<file path="config.mk">
export PLATFORM = sky130hd
export DESIGN_NAME = cmd_line_decoder_flat
export DESIGN_NICKNAME = d
export VERILOG_FILES = /design/src/rtl/cmd_line_decoder_if.sv /design/src/rtl/cmd_line_decoder.sv /design/src/flat_wrapper.sv
export SDC_FILE = /design/constraint.sdc
export NUM_CORES = 1
export LEC_CHECK = 0
export ABC_CLOCK_PERIOD_IN_PS = 6190
export CORE_AREA = 2 2 117 119
export CTS_CLUSTER_SIZE = 24
export DETAILED_ROUTE_END_ITERATION = 6
export DIE_AREA = 0 0 119 121
export HOLD_SLACK_MARGIN = 0.12
export PLACE_DENSITY = 0.79
export SETUP_SLACK_MARGIN = 0.4
export SLEW_MARGIN = 20
export SYNTH_ARGS = -nofsm -noshare
export SYNTH_HDL_FRONTEND = slang
export SYNTH_SLANG_ARGS = --single-unit
</file>
<file path="constraint.sdc">
create_clock -name clk -period 6.19 [get_ports clk]
set_clock_uncertainty 0.1 [all_clocks]
set_input_delay 0.619 -clock clk [delete_from_list [all_inputs] [get_ports clk]]
set_output_delay 0.619 -clock clk [all_outputs]
set_load 0.1 [all_outputs]
</file>
<file path="src/rtl/cmd_line_decoder_if.sv">
// Character stream in, decoded operands and command pulses out.
// The master side is the terminal; the slave side is the decoder.
interface cmd_line_decoder_if #(
   parameter int unsigned OPW = 8
);
   logic [7:0]     char_in;
   logic           char_valid;
   logic           char_ready;
   logic [OPW-1:0] a_in;
   logic [OPW-1:0] b_in;
   logic [10:0]    op_code;
   logic           reset;
   logic           go;
   logic           err;

   modport master (
      output char_in, char_valid,
      input  char_ready, a_in, b_in, op_code, reset, go, err
   );

   modport slave (
      input  char_in, char_valid,
      output char_ready, a_in, b_in, op_code, reset, go, err
   );
endinterface

</file>
<file path="src/rtl/cmd_line_decoder.sv">
// Line-buffered command decoder: collects characters with backspace, then on Enter
// matches a keyword or scans "A op B" one character per cycle and pulses go/reset/err.
module cmd_line_decoder #(
   parameter int unsigned MAX_CHARS = 8,
   parameter int unsigned OPW       = 8
) (
   input logic               clk,
   input logic               rst_n,
   cmd_line_decoder_if.slave bus
);
   localparam int unsigned LenW = $clog2(MAX_CHARS + 1);
   localparam int unsigned AccW = OPW + 4;

   typedef enum logic [1:0] {StCollect, StKeyw, StScan, StDone} state_e;

   state_e                     state_q, state_d;
   logic [MAX_CHARS-1:0][7:0]  line_q, line_d;
   logic [LenW-1:0]            len_q, len_d, idx_q, idx_d;
   logic                       ovf_q, ovf_d;
   logic [AccW-1:0]            acc_q, acc_d;
   logic [OPW-1:0]             opa_q, opa_d;
   logic [10:0]                opc_q, opc_d;
   logic                       have_op_q, have_op_d, a_dig_q, a_dig_d, a_sp_q, a_sp_d;
   logic                       b_dig_q, b_dig_d, bad_q, bad_d;
   logic [OPW-1:0]             a_q, a_d, b_q, b_d;
   logic [10:0]                op_q, op_d;
   logic                       go_q, go_d, reset_q, reset_d, err_q, err_d;

   logic [7:0]      cur_ch;
   logic            is_dig, is_op, bad_nx;
   logic [10:0]     op_sel;
   logic [AccW-1:0] acc_nx;
   logic [39:0]     first5;
   logic            kw_len;

   always_comb begin
      cur_ch = '0;
      for (int i = 0; i < MAX_CHARS; i++) begin
         if (LenW'(i) == idx_q) cur_ch = line_q[i];
      end
      is_dig = (cur_ch >= 8'h30) && (cur_ch <= 8'h39);
      acc_nx = (acc_q << 3) + (acc_q << 1) + AccW'(cur_ch[3:0]);
      case (cur_ch)
         8'h2B:   op_sel = 11'h001;
         8'h2D:   op_sel = 11'h002;
         8'h2A:   op_sel = 11'h004;
         8'h2F:   op_sel = 11'h008;
         default: op_sel = 11'h000;
      endcase
      is_op  = op_sel != 11'h000;
      first5 = {line_q[0], line_q[1], line_q[2], line_q[3], line_q[4]};
      kw_len = len_q == LenW'(5);
   end

   always_comb begin
      state_d   = state_q;
      line_d    = line_q;
      len_d     = len_q;
      idx_d     = idx_q;
      ovf_d     = ovf_q;
      acc_d     = acc_q;
      opa_d     = opa_q;
      opc_d     = opc_q;
      have_op_d = have_op_q;
      a_dig_d   = a_dig_q;
      a_sp_d    = a_sp_q;
      b_dig_d   = b_dig_q;
      bad_d     = bad_q;
      a_d       = a_q;
      b_d       = b_q;
      op_d      = op_q;
      go_d      = 1'b0;
      reset_d   = 1'b0;
      err_d     = 1'b0;
      bad_nx    = bad_q;

      unique case (state_q)
         StCollect: begin
            if (bus.char_valid) begin
               if (bus.char_in == 8'h08) begin
                  if (len_q != '0) len_d = len_q - LenW'(1);
               end else if (bus.char_in == 8'h0D) begin
                  if (len_q != '0) state_d = StKeyw;
               end else if (len_q == LenW'(MAX_CHARS)) begin
                  ovf_d = 1'b1;
               end else begin
                  for (int i = 0; i < MAX_CHARS; i++) begin
                     if (LenW'(i) == len_q) line_d[i] = bus.char_in;
                  end
                  len_d = len_q + LenW'(1);
               end
            end
         end
         StKeyw: begin
            state_d = StDone;
            if (ovf_q) begin
               err_d = 1'b1;
            end else if (kw_len && first5 == "reset") begin
               reset_d = 1'b1;
               op_d    = '0;
            end else if (kw_len && (first5 == "smile" || first5 == "fight")) begin
               go_d = 1'b1;
               a_d  = '0;
               b_d  = '0;
               op_d = (first5 == "smile") ? 11'h010 : 11'h020;
            end else begin
               state_d = StScan;
               idx_d   = '0;
            end
         end
         StScan: begin
            // Errors are sticky; the scan always runs the full line length.
            if (is_dig) begin
               if (!have_op_q && a_sp_q) bad_nx = 1'b1;
               if (acc_nx[AccW-1:OPW] != '0) bad_nx = 1'b1;
               acc_d = acc_nx;
               if (have_op_q) b_dig_d = 1'b1;
               else           a_dig_d = 1'b1;
            end else if (cur_ch == 8'h20) begin
               if ((!have_op_q && !a_dig_q) || (have_op_q && b_dig_q)) bad_nx = 1'b1;
               else if (!have_op_q) a_sp_d = 1'b1;
            end else if (is_op) begin
               if (have_op_q || !a_dig_q) begin
                  bad_nx = 1'b1;
               end else begin
                  have_op_d = 1'b1;
                  opa_d     = acc_q[OPW-1:0];
                  opc_d     = op_sel;
                  acc_d     = '0;
               end
            end else begin
               bad_nx = 1'b1;
            end
            bad_d = bad_nx;
            if (idx_q == len_q - LenW'(1)) begin
               state_d = StDone;
               // A valid line must end on a digit of operand B.
               if (!bad_nx && have_op_q && is_dig) begin
                  go_d = 1'b1;
                  a_d  = opa_q;
                  b_d  = acc_nx[OPW-1:0];
                  op_d = opc_q;
               end else begin
                  err_d = 1'b1;
               end
            end else begin
               idx_d = idx_q + LenW'(1);
            end
         end
         StDone: begin
            state_d   = StCollect;
            len_d     = '0;
            ovf_d     = 1'b0;
            acc_d     = '0;
            have_op_d = 1'b0;
            a_dig_d   = 1'b0;
            a_sp_d    = 1'b0;
            b_dig_d   = 1'b0;
            bad_d     = 1'b0;
         end
         default: state_d = StCollect;
      endcase
   end

   always_ff @(posedge clk or negedge rst_n) begin
      if (!rst_n) begin
         state_q   <= StCollect;
         line_q    <= '0;
         len_q     <= '0;
         idx_q     <= '0;
         ovf_q     <= 1'b0;
         acc_q     <= '0;
         opa_q     <= '0;
         opc_q     <= '0;
         have_op_q <= 1'b0;
         a_dig_q   <= 1'b0;
         a_sp_q    <= 1'b0;
         b_dig_q   <= 1'b0;
         bad_q     <= 1'b0;
         a_q       <= '0;
         b_q       <= '0;
         op_q      <= '0;
         go_q      <= 1'b0;
         reset_q   <= 1'b0;
         err_q     <= 1'b0;
      end else begin
         state_q   <= state_d;
         line_q    <= line_d;
         len_q     <= len_d;
         idx_q     <= idx_d;
         ovf_q     <= ovf_d;
         acc_q     <= acc_d;
         opa_q     <= opa_d;
         opc_q     <= opc_d;
         have_op_q <= have_op_d;
         a_dig_q   <= a_dig_d;
         a_sp_q    <= a_sp_d;
         b_dig_q   <= b_dig_d;
         bad_q     <= bad_d;
         a_q       <= a_d;
         b_q       <= b_d;
         op_q      <= op_d;
         go_q      <= go_d;
         reset_q   <= reset_d;
         err_q     <= err_d;
      end
   end

   assign bus.char_ready = state_q == StCollect;
   assign bus.a_in       = a_q;
   assign bus.b_in       = b_q;
   assign bus.op_code    = op_q;
   assign bus.go         = go_q;
   assign bus.reset      = reset_q;
   assign bus.err        = err_q;
endmodule

</file>
<file path="src/flat_wrapper.sv">
// flat-port wrapper written by rule: the top's interface ports become plain ports
module cmd_line_decoder_flat 
#(
   parameter int unsigned MAX_CHARS = 8,
   parameter int unsigned OPW       = 8
)
  (clk, rst_n, bus_char_in, bus_char_valid, bus_char_ready, bus_a_in, bus_b_in, bus_op_code, bus_reset, bus_go, bus_err);
  cmd_line_decoder_if #(.OPW(OPW)) bus_i ();
  input logic clk;
  input logic rst_n;
  input wire logic [$bits(bus_i.char_in)-1:0] bus_char_in;
  input wire logic [$bits(bus_i.char_valid)-1:0] bus_char_valid;
  output wire logic [$bits(bus_i.char_ready)-1:0] bus_char_ready;
  output wire logic [$bits(bus_i.a_in)-1:0] bus_a_in;
  output wire logic [$bits(bus_i.b_in)-1:0] bus_b_in;
  output wire logic [$bits(bus_i.op_code)-1:0] bus_op_code;
  output wire logic [$bits(bus_i.reset)-1:0] bus_reset;
  output wire logic [$bits(bus_i.go)-1:0] bus_go;
  output wire logic [$bits(bus_i.err)-1:0] bus_err;
  assign bus_i.char_in = bus_char_in;
  assign bus_i.char_valid = bus_char_valid;
  assign bus_char_ready = bus_i.char_ready;
  assign bus_a_in = bus_i.a_in;
  assign bus_b_in = bus_i.b_in;
  assign bus_op_code = bus_i.op_code;
  assign bus_reset = bus_i.reset;
  assign bus_go = bus_i.go;
  assign bus_err = bus_i.err;
  cmd_line_decoder #(.MAX_CHARS(MAX_CHARS), .OPW(OPW)) u_core (.clk(clk), .rst_n(rst_n), .bus(bus_i));
endmodule
</file>
==> run_results.csv <==
group,metric,value,unit
logic_synthesis,synth_edf_count,0,
critical_path,worstPathRequired,6.40,ns
global_route,antenna_found_initial,0,
cts,number_of_hold_repair_buffers_added_at_the_cts_stage,0,
detailed_routing,met3_routed_wirelength,1.37,mm
detailed_routing,detail_route.wl_per_cell,20.5,µm
logic_synthesis,synth.yosys.warnings,0,
placement,dpl_cell_area,8130,µm²
die,floorplan.initialDensity,0.590,
global_route,globalRoute.totalOverflow,0,
worst_hold_path,min_path_type,"in2async",
logic_synthesis,post_synth_instance_area,7720,µm²
logic_synthesis,synth-seq-cells,128,
logic_synthesis,cells_after_synthesis,768,
critical_path,cp_max_fo,24,
detailed_routing,detailed_routing_wirelength_on_met1,8.63,mm
critical_path,r2r_setup_slack,0.70,ns
detailed_routing,routed.top_layer,"met4",
layout,finalInstanceArea,8800,µm²
detailed_routing,drt-vias-per-instance,6.66,
placement,dp.final_hpwl,14.1,mm
sta,worst_slew_pin_slew,1.10,ns
sta,period_needed,5.49,ns
logic_synthesis,most_instantiated_flip_flop_cell_in_the_synthesis_netlist,"sky130_fd_sc_hd__dfrtp_1",
cts,worst_setup_hold_path_clk_slew,0.06,ns
die,floorplan.die.height,121,µm
critical_path,ff2ff_path_depth,17,
cts,worst_skew_pair.late_latency,0.42,ns
sta,unrepaired_setup_endpoints_after_global_routing,"false",
critical_path,worst_r2r_endpoint,"u_core.bus.op_code[5]",
layout,area_delta_synth_final,14.0,%
layout,layout-drive-gt1-share,0.163,
power,p_leak,3.66,nW
critical_path,end_kind,"register",
layout,num-nets-final,830,
cts,tritoncts,"yes",
critical_path,path_class,"reg2reg",
detailed_routing,postRouteAntennaNets,0,
sta,timing_hold_violations_final,0,
die,die-area,14400,µm²
detailed_routing,routed-wl-met2,9.34,mm
logic_synthesis,synth_async_sr_flop_share,1.00,
sta,setup_viol,0,
detailed_routing,overall_via_count_from_detail_route,6494,
detailed_routing,detailedRoute.firstPassIterationCount,6,
detailed_routing,first_drt_iteration_drcs,695,
cts,numCtsBuffers,17,
global_route,grtUsageTotal,0.293,
cts,clk_root_buffer_cell,"sky130_fd_sc_hd__clkbuf_16",
sta,worst_slew_margin_rel,0.265,
global_route,via_count_of_the_first_global_routing_pass,6310,
logic_synthesis,synth_area_per_inst,10.1,µm²
sta,timing.final.crit_share,0.887,
critical_path,cp-endpoint,"u_core.bus.op_code[5]",
global_route,grt_max_degree,80,
critical_path,arrival,5.70,ns
cts,cts.sinks,128,
detailed_routing,post-route-drc-count,0,
power,ir_worst_vdd,0.000302,V
logic_synthesis,synth_seq_area_share,0.415,
sta,drv_slew,0,
cts,cts.htree.levels,4,
global_route,first_pass_grt_wire_length,33.1,mm
layout,layout_common_cells,"sky130_fd_sc_hd__dfrtp_1, sky130_fd_sc_hd__nand2_1, sky130_fd_sc_hd__mux2_2",
job,max_cap_viol_count,0,
cts,cts_buffer_depth,2,
placement,globalplace.congestion,0.974,
logic_synthesis,yosysUniqueCellTypes,80,
die,placementRows,42,
die,number_of_i_o_pins,42,
sta,tns,0,ns
power,power.density_cell_area,459,nW/µm²
outcome,status,"completed",
layout,final_common_cell,"sky130_fd_sc_hd__dfrtp_1",
placement,place.port_buffers,36,
die,die_w,119,µm
critical_path,critPathLaunch,"u_core.idx_q[0]",
layout,ant_diodes,0,
layout,fill_cells,998,
sta,maxClockFrequency,182,MHz
critical_path,cp-start-kind,"register",
die,area_of_the_core_region,13100,µm²
detailed_routing,route.final.wire_length,20.0,mm
critical_path,r2r_start,"u_core.idx_q[0]",
-- worst max-delay path: stages (launching register included) --
cell                       delay (ns)
sky130_fd_sc_hd__dfrtp_1         0.48
sky130_fd_sc_hd__inv_1           0.13
sky130_fd_sc_hd__ha_1            0.40
sky130_fd_sc_hd__buf_4           0.26
sky130_fd_sc_hd__a21oi_1         0.06
sky130_fd_sc_hd__a221o_1         0.33
sky130_fd_sc_hd__a221o_1         0.36
sky130_fd_sc_hd__inv_1           0.17
sky130_fd_sc_hd__fa_1            0.44
sky130_fd_sc_hd__inv_1           0.10
sky130_fd_sc_hd__fa_1            0.21
sky130_fd_sc_hd__nor2b_1         0.07
sky130_fd_sc_hd__o31a_1          0.27
sky130_fd_sc_hd__o21a_1          0.18
sky130_fd_sc_hd__or3_1           0.33
sky130_fd_sc_hd__a2111o_2        0.68
sky130_fd_sc_hd__or3_4           0.53
sky130_fd_sc_hd__a31o_2          0.28
-- registers in the layout, summed over array words and instances (netlist names), 2 cells and up --
name                cells
u_core.line_q          24
u_core.first5          40
u_core.opc_q            4
u_core.opa_q            8
u_core.idx_q            4
u_core.bus.a_in         8
u_core.state_q          2
u_core.bus.op_code      6
u_core.acc_q           11
u_core.bus.b_in         8
u_core.len_q            4
-- synthesized netlist by cell type (3+ instances only) --
cell                       instances  area share
sky130_fd_sc_hd__nand2_1          70       0.034
sky130_fd_sc_hd__buf_4             5      0.0049
sky130_fd_sc_hd__a22oi_1          10      0.0097
sky130_fd_sc_hd__clkbuf_1         25       0.012
sky130_fd_sc_hd__nor2b_1          10      0.0081
sky130_fd_sc_hd__a221o_1           4      0.0052
sky130_fd_sc_hd__nor2_1           29       0.014
sky130_fd_sc_hd__xor2_1            4      0.0045
sky130_fd_sc_hd__a21boi_0          6      0.0058
sky130_fd_sc_hd__o221ai_1          7      0.0079
sky130_fd_sc_hd__buf_2            11      0.0071
sky130_fd_sc_hd__o31ai_1           7      0.0068
sky130_fd_sc_hd__a221oi_1          3      0.0034
sky130_fd_sc_hd__ha_1             31       0.050
sky130_fd_sc_hd__o21ai_0          41       0.027
sky130_fd_sc_hd__a21o_1            3      0.0029
sky130_fd_sc_hd__a21oi_1          19       0.012
sky130_fd_sc_hd__nand3b_1          9      0.0087
sky130_fd_sc_hd__inv_1            34       0.017
sky130_fd_sc_hd__o22a_1            3      0.0034
sky130_fd_sc_hd__nand3_1          22       0.014
sky130_fd_sc_hd__mux2_2           68       0.099
sky130_fd_sc_hd__nand2b_1         10      0.0081
sky130_fd_sc_hd__o41ai_1           5      0.0057
sky130_fd_sc_hd__nor3b_1           5      0.0049
sky130_fd_sc_hd__nor4bb_1          8       0.010
sky130_fd_sc_hd__or2_2             4      0.0032
sky130_fd_sc_hd__o211ai_1         26       0.025
sky130_fd_sc_hd__nor4_1            7      0.0057
sky130_fd_sc_hd__or3_1            11      0.0089
sky130_fd_sc_hd__buf_6             3      0.0044
sky130_fd_sc_hd__and2_1            5      0.0041
sky130_fd_sc_hd__a211o_1           4      0.0045
sky130_fd_sc_hd__o311ai_0         25       0.028
sky130_fd_sc_hd__o22ai_1           6      0.0049
sky130_fd_sc_hd__a32oi_1           3      0.0034
sky130_fd_sc_hd__xnor2_1          12       0.014
sky130_fd_sc_hd__o21a_1            3      0.0029
sky130_fd_sc_hd__a211oi_1          3      0.0029
sky130_fd_sc_hd__and3_1            3      0.0024
sky130_fd_sc_hd__dfrtp_1         128        0.41
sky130_fd_sc_hd__o31a_1            4      0.0045
sky130_fd_sc_hd__nand4_1          13       0.011
sky130_fd_sc_hd__nor3_1            8      0.0052
-- cells by family after synthesis --
kind of cell | count (synthesis) | share of synthesized area
simple gates | 232 | 0.167
compound gates | 204 | 0.192
buf+inv | 82 | 0.0473
other cells | 1 | 0.000486
fa+ha+maj | 33 | 0.0554
mux | 72 | 0.105
xor+xnor | 16 | 0.0181
flops | 128 | 0.415
-- per-stage QoR --
step | power (mW) | cells | hold slack [ns] | worst slack, ns | utilization
after global placement | 2.83 | 943 | 0.377 | 0.676 | 0.622
final | 4.04 | 975 | 0.120 | 0.701 | 0.673
after detailed placement | 2.90 | 943 | 0.381 | 0.478 | 0.622
after global routing | 4.28 | 975 | 0.158 | 0.402 | 0.673
after CTS | 4.02 | 975 | 0.134 | 0.442 | 0.672
after floorplan | 2.48 | 772 | 0.223 | 1.48 | -
-- power breakdown --
group	leakage, nW	switching [mW]	internal (mW)
registers	1.66	0.271	1.08
clock network	0.323	0.376	0.736
logic	1.68	0.968	0.608
total	3.66	1.62	2.43
-- worst min-delay path by stage --
stage	cells past startpoint	slack (ns)	to	startpoint
finish	1	0.12	u_core.len_q[0]	rst_n
CTS	1	0.13	u_core.bus.reset	rst_n
global route	1	0.16	u_core.ovf_q	rst_n
floorplan	0	0.22	u_core.a_dig_q	rst_n
detailed placement	1	0.38	u_core.opa_q[0]	u_core.opa_q[0]
global placement	1	0.38	u_core.opa_q[0]	u_core.opa_q[0]
-- cell type report --
cell class                      count  area [µm²]  share of cell area
Clock buffer                       19         453              0.0514
Clock inverter                     13         208              0.0236
Inverter                           34         128              0.0145
Multi-Input combinational cell    562        4180               0.475
Sequential cell                   128        3200               0.364
Tap cell                          176         220              0.0250
Timing Repair Buffer               43         410              0.0466
-- timing repair --
action                                  in CTS  in global routing
gates resized for setup                      0                  3
endpoints found under the setup margin       0                 23
setup buffers                                0                  0
-- routing by layer --
metal / track usage / vias to the layer above
li1: - / 2929
met1: 0.390 / 3235
met2: 0.457 / 275
met3: 0.0771 / 55
met4: 0.122 / 0
met5: 0 / -
No activity file was read; power rests on OpenSTA's default activity.
